===== src/rtl/seg_pkg.sv =====
// Shared constants for the 7-segment scan driver: hex glyphs, off pattern, FSM states.
package seg_pkg;

  // Active-high {g,f,e,d,c,b,a} glyphs for hex digits 0-F
  localparam logic [6:0] SEG_0 = 7'h3F;
  localparam logic [6:0] SEG_1 = 7'h06;
  localparam logic [6:0] SEG_2 = 7'h5B;
  localparam logic [6:0] SEG_3 = 7'h4F;
  localparam logic [6:0] SEG_4 = 7'h66;
  localparam logic [6:0] SEG_5 = 7'h6D;
  localparam logic [6:0] SEG_6 = 7'h7D;
  localparam logic [6:0] SEG_7 = 7'h07;
  localparam logic [6:0] SEG_8 = 7'h7F;
  localparam logic [6:0] SEG_9 = 7'h6F;
  localparam logic [6:0] SEG_A = 7'h77;
  localparam logic [6:0] SEG_B = 7'h7C;
  localparam logic [6:0] SEG_C = 7'h39;
  localparam logic [6:0] SEG_D = 7'h5E;
  localparam logic [6:0] SEG_E = 7'h79;
  localparam logic [6:0] SEG_F = 7'h71;

  // Active-low {dp,g..a} pattern with every segment dark
  localparam logic [7:0] SEG_OFF = 8'hFF;

  typedef enum logic {
    ST_BLANK = 1'b0,
    ST_DRIVE = 1'b1
  } state_t;

endpackage


===== src/rtl/hex_to_seg.sv =====
// Combinational hex nibble to active-high 7-segment glyph decoder.
module hex_to_seg
  import seg_pkg::*;
(
  input  logic [3:0] nib,
  output logic [6:0] seg_c
);

  // Glyph lookup, lowercase b/d forms for 0xB/0xD
  always_comb begin
    seg_c = SEG_0;
    case (nib)
      4'h0: seg_c = SEG_0;
      4'h1: seg_c = SEG_1;
      4'h2: seg_c = SEG_2;
      4'h3: seg_c = SEG_3;
      4'h4: seg_c = SEG_4;
      4'h5: seg_c = SEG_5;
      4'h6: seg_c = SEG_6;
      4'h7: seg_c = SEG_7;
      4'h8: seg_c = SEG_8;
      4'h9: seg_c = SEG_9;
      4'hA: seg_c = SEG_A;
      4'hB: seg_c = SEG_B;
      4'hC: seg_c = SEG_C;
      4'hD: seg_c = SEG_D;
      4'hE: seg_c = SEG_E;
      4'hF: seg_c = SEG_F;
      default: seg_c = SEG_0;
    endcase
  end

endmodule


===== src/rtl/seg_scan_driver.sv =====
// Time-multiplexed multi-digit 7-segment scan driver with per-slot ghost interval.
// Optional leading-zero blanking when SEG_SCAN_LZB_EN is defined.
module seg_scan_driver
  import seg_pkg::*;
#(
  parameter int unsigned DIGITS       = 4,
  parameter int unsigned TICK_DIV     = 100000,
  parameter int unsigned GHOST_CYCLES = 500
) (
  input  logic                  clk,
  input  logic                  rst,
  input  logic                  en,
  input  logic [4*DIGITS-1:0]   digits_in,
  input  logic [DIGITS-1:0]     dp_in,
  input  logic [DIGITS-1:0]     blank_in,
  output logic [7:0]            seg_n,
  output logic [DIGITS-1:0]     sel_n,
  output logic                  frame_tick
);

  localparam int unsigned CNT_W = $clog2(TICK_DIV);
  localparam int unsigned IDX_W = (DIGITS > 1) ? $clog2(DIGITS) : 1;

  state_t                state, state_nxt;
  logic [CNT_W-1:0]      cnt, cnt_nxt;
  logic [IDX_W-1:0]      idx, idx_nxt;
  logic [4*DIGITS-1:0]   nib_snap;
  logic [DIGITS-1:0]     dp_snap;
  logic [DIGITS-1:0]     blank_snap;
  logic [DIGITS-1:0]     lzb_mask;
  logic                  snap_c;
  logic [3:0]            nib_cur;
  logic [6:0]            glyph_c;
  logic [7:0]            seg_d;
  logic [DIGITS-1:0]     sel_d;

  // Snapshot point: first cycle of the digit-0 slot while enabled
  assign snap_c = en && (cnt == '0) && (idx == '0);

`ifdef SEG_SCAN_LZB_EN
  logic lead;

  // Blank leading zero digits (no dp) from the top; digit 0 always shown
  always_comb begin
    lzb_mask = '0;
    lead     = 1'b1;
    for (int i = int'(DIGITS) - 1; i >= 1; i--) begin
      if (lead && (digits_in[4*i +: 4] == 4'h0) && !dp_in[i]) begin
        lzb_mask[i] = 1'b1;
      end else begin
        lead = 1'b0;
      end
    end
  end
`else
  assign lzb_mask = '0;
`endif

  // Frame snapshot registers so mid-frame input changes never tear
  always_ff @(posedge clk) begin
    if (rst) begin
      nib_snap   <= '0;
      dp_snap    <= '0;
      blank_snap <= '0;
    end else if (snap_c) begin
      nib_snap   <= digits_in;
      dp_snap    <= dp_in;
      blank_snap <= blank_in | lzb_mask;
    end
  end

  assign nib_cur = nib_snap[4*idx +: 4];

  hex_to_seg u_hex_to_seg (
    .nib   (nib_cur),
    .seg_c (glyph_c)
  );

  // FSM state, slot counter and digit index registers
  always_ff @(posedge clk) begin
    if (rst) begin
      state <= ST_BLANK;
      cnt   <= '0;
      idx   <= '0;
    end else begin
      state <= state_nxt;
      cnt   <= cnt_nxt;
      idx   <= idx_nxt;
    end
  end

  // Next-state, slot advance and pre-register output values
  always_comb begin
    state_nxt = state;
    cnt_nxt   = cnt;
    idx_nxt   = idx;
    sel_d     = '1;
    seg_d     = SEG_OFF;

    if (!en) begin
      state_nxt = ST_BLANK;
      cnt_nxt   = '0;
      idx_nxt   = '0;
    end else begin
      if (cnt == CNT_W'(TICK_DIV - 1)) begin
        cnt_nxt = '0;
        idx_nxt = (idx == IDX_W'(DIGITS - 1)) ? '0 : idx + IDX_W'(1);
      end else begin
        cnt_nxt = cnt + CNT_W'(1);
      end

      case (state)
        ST_BLANK: begin
          if (cnt == CNT_W'(GHOST_CYCLES - 1)) state_nxt = ST_DRIVE;
        end
        ST_DRIVE: begin
          if (cnt == CNT_W'(TICK_DIV - 1)) state_nxt = ST_BLANK;
          if (!blank_snap[idx]) begin
            sel_d = ~(DIGITS'(1) << idx);
            seg_d = ~{dp_snap[idx], glyph_c};
          end
        end
        default: state_nxt = ST_BLANK;
      endcase
    end
  end

  // Registered display outputs and frame pulse
  always_ff @(posedge clk) begin
    if (rst) begin
      sel_n      <= '1;
      seg_n      <= SEG_OFF;
      frame_tick <= 1'b0;
    end else begin
      sel_n      <= sel_d;
      seg_n      <= seg_d;
      frame_tick <= snap_c;
    end
  end

endmodule


===== config.mk =====
export PLATFORM = sky130hd
export DESIGN_NAME = seg_scan_driver
export DESIGN_NICKNAME = d
export VERILOG_FILES = /design/src/rtl/seg_pkg.sv /design/src/rtl/hex_to_seg.sv /design/src/rtl/seg_scan_driver.sv
export SDC_FILE = /design/constraint.sdc
export NUM_CORES = 1
export LEC_CHECK = 0
export CAP_MARGIN = 10
export CORE_UTILIZATION = 30
export DETAILED_ROUTE_END_ITERATION = 8
export GPL_ROUTABILITY_DRIVEN = 0
export SYNTH_ARGS = -nofsm -noshare
export SYNTH_HDL_FRONTEND = slang
export SYNTH_SLANG_ARGS = --single-unit

===== constraint.sdc =====
create_clock -name clk -period 2.7 [get_ports clk]
set_input_delay 0.54 -clock clk [delete_from_list [all_inputs] [get_ports clk]]
set_output_delay 0.54 -clock clk [all_outputs]
set_load 0.005 [all_outputs]

==> results by group <==
Global route
  • Initial antenna violation count: 0
  • Gr usage total: 13.4%
  • Pin count of the biggest net entering global routing: 27
  • First-pass GRT wire length: 10.1 mm
  • Final global-route overflow total: 0
  • Vias in the first global route: 2054

Logic synthesis
  • Syn avg cell area: roughly 9.2 sq um
  • Post-synthesis instance total: around 290
  • EDFF count, synth: 0
  • Synth area leaders: dfxtp_1 (42%), nand3_1 (6.8%), ha_1 (5.5%), o21ai_0 (5.4%), a21oi_1 (5.2%)
  • Register area share after synthesis: 42.1%
  • FF+latch count, synth: 57
  • Count leader, synth: dfxtp_1
  • Yosys top cell area share: 42.1%
  • Primary FF master, synth: dfxtp_1
  • Post-Synthesis Cell Area: 2710 sq um
  • Yosys warns: 0
  • Netlist cell types: 44
  • Commonest cells in the netlist: dfxtp_1 (57), nand3_1 (37), o21ai_0 (29), a21oi_1 (28), nor2_1 (17)
  • Post-Syn Nets: approximately 330
  • Fraction of registers with async set/reset: 0%
  • Cell taking the most area after synthesis: dfxtp_1

Timing
  • Final Skew: between 0.01 and 0.015 ns
  • Setup violators final: 0
  • Slew Viols, Final: 0
  • Setup tns final: 0 ns
  • Top achievable clock speed: approximately 460 MHz
  • Crit path time final: around 2.2 ns
  • Least-Margin Pin Slew: 0.504 ns
  • RSZ-0062 raised after global routing: false
  • Fin crit share: 81.4%
  • Worst rel slew slack: 65.4%
  • Final Hold Fails: 0

Setup path
  • Cell Chain, Critical Path: mux4_1 > inv_1 > ha_1 > inv_1 > mux4_2 > nand2b_1
  • Delay-heaviest family, CP: multiplexers
  • CP Class: reg -> reg
  • Worst Path Buf+Inv: 2
  • Max stage delay on crit path: 0.72 ns
  • Most used cell, CP: inv_1
  • Setup crit start kind: flop
  • WP data required: 2.94 ns
  • Critical Path End Type: flop
  • Crit path max fanout: 6
  • Slowest CP cell: mux4_1
  • Critical Path AT: between 2 and 2.5 ns

Place
  • HPWL Detailed: 4.13 mm
  • Port buffer count: 39

Final layout
  • Number of diodes: 0
  • Area Growth Syn to Fin: 25.7%
  • FILL cells: 873
  • Register area: 1140 sq um
  • Finished Core Util: 39.1%
  • Nets: approximately 370
  • Share of cells above drive strength 1: 10.1%
  • Multi-input logic area: 1430 sq um

Power and ir drop
  • Logic gate share of total power: 9.7%
  • Worst VDD drop: 265 uV
  • Leakage power: 0.00122 uW
  • Clock share of power: between 40% and 50%
  • Power Internal: around 1400 uW
  • Switch share: 25.9%
  • Pwr/cell area: 550 nW/um^2
  • Switching power: 485 uW
  • Reg power frac: 46.8%

Floorplan
  • Number of core rows: 34
  • Starting Density: 31.1%
  • Io pins: 40
  • Chip Height: 97.0 microns
  • Die Width: 97.0 microns
  • Core box area: between 8000 and 9000 sq um
  • Die Area: about 9400 sq um

Routing
  • Vias per cell: 5.00
  • WL/cell: approximately 14 microns
  • Vias: 2229
  • Routed WL: 6.13 mm
  • Number of routed nets with antenna violations: 0
  • DRT iter0 DRCs: 120
  • DRC violation count after routing: 0
  • Router iterations before antenna repair: 4

Job
  • Max-cap viol count: 0

Worst hold path
  • Hold Path Class: reg -> reg

Clocking
  • Post-cts resize count: 0
  • Clock Tree Buf Depth: 2
  • Worst-path clk slew: around 0.070 ns
  • Level count of the clock H-tree: 3
  • Root Buffer: clkbuf_8
  • Worst-skew pair later-pin latency: 0.35 ns
  • Setup Fix Bufs, Post-CTS: 0
  • CTS tree: done
  • CTS Hold Bufs: 0
  • Num Clock Sinks: 57
  • Num CTS Buffers: 9

Outcome
  • Status: complete, no violations
==> worst register-to-register path, delay by kind of cell, from the launching register on <==
family        cells  cell delay, ns
mux               2            1.15
fa+ha+maj         1            0.18
simple gates      1            0.14
buf+inv           2            0.22
flops             1            0.40
==> final timing paths <==
path	start	to	slack, ns	cells past startpoint
worst min register to register	nib_snap[8]	nib_snap[8]	0.47	2
worst max-delay path	idx[0]	seg_n[3]	0.50	6
worst max register to register	idx[0]	seg_n[3]	0.50	6
worst min-delay path	nib_snap[8]	nib_snap[8]	0.47	2
==> per-stage QoR <==
| step | power [uW] | cell area (sq um) | instances | hold WS [ns] | setup WS, ns |
|---|---|---|---|---|---|
| final | 1870 | 3410 | 446 | 0.472 | 0.503 |
| after floorplan | 1000 | 2710 | 294 | 0.438 | 0.519 |
| after global routing | 1950 | 3410 | 446 | 0.491 | 0.326 |
| after global placement | 1070 | 3200 | 430 | 0.452 | 0.571 |
| after CTS | 1890 | 3410 | 446 | 0.473 | 0.514 |
| after detailed placement | 1080 | 3200 | 430 | 0.462 | 0.524 |
==> registers in the layout (all words and copies together) (netlist names) <==
signal      cells
seg_n           8
blank_snap      4
cnt            17
idx             2
dp_snap         4
sel_n           4
nib_snap       16
state           1
frame_tick      1
==> cells in the final DEF, fill, tap and decap left out, types with 2 or more instances in the layout <==
cell             instances
or3_1                    2
and2_1                   2
nor2_1                  17
a21oi_1                 28
mux2i_1                  6
dfxtp_1                 57
inv_1                    8
mux4_1                   4
clkdlybuf4s50_1         39
nand3_1                 37
xor2_1                  11
clkbuf_8                 9
o221ai_1                 2
nor3_1                   4
buf_4                    9
nor3b_1                  4
nand2b_1                 2
clkinvlp_4               2
clkinv_4                 3
ha_1                    12
o21ai_0                 29
nand2_1                 11
nand4_1                  7
inv_6                    2
xnor2_1                  4
and4_1                   6
mux2i_2                  2
o21a_1                   2
==> cell type report <==
class | count | share of cell area (%)
Clock buffer | 9 | 3.64
Multi-Input combinational cell | 208 | 42.0
Inverter | 9 | 1.14
Clock inverter | 7 | 2.35
Timing Repair Buffer | 48 | 13.4
Sequential cell | 57 | 33.5
Tap cell | 108 | 3.97
==> power by group through the flow <==
stage / sequential (uW) / combinational, uW / clock (uW)
2_1_floorplan: 891 / 112 / 0
3_3_place_gp: 894 / 179 / 0
3_5_place_dp: 895 / 182 / 0
4_1_cts: 876 / 183 / 836
5_1_grt: 878 / 201 / 870
6_report: 876 / 182 / 815
==> cells by family (layout without fill, tap and decap cells) <==
| family | Yosys count | after routing | synth area share [%] |
|---|---|---|---|
| buffers and inverters | 29 | 73 | 5.17 |
| flip-flops | 57 | 57 | 42.1 |
| adder cells (fa/ha/maj) | 12 | 12 | 5.54 |
| multiplexers | 15 | 15 | 8.91 |
| AO/OA/AOI/OAI | 67 | 67 | 13.7 |
| XOR/XNOR | 15 | 15 | 4.85 |
| AND/OR/NAND/NOR | 99 | 99 | 19.7 |
==> per-layer routing <==
layer	global-route usage, %	vias to the layer above	wire length [microns]
met2	18.6	54	2690
met5	0	-	0
met3	2.38	4	262
met4	7.92	0	67
met1	19.1	1031	3110
li1	-	1140	-
No activity file was read; power rests on OpenSTA's default activity.
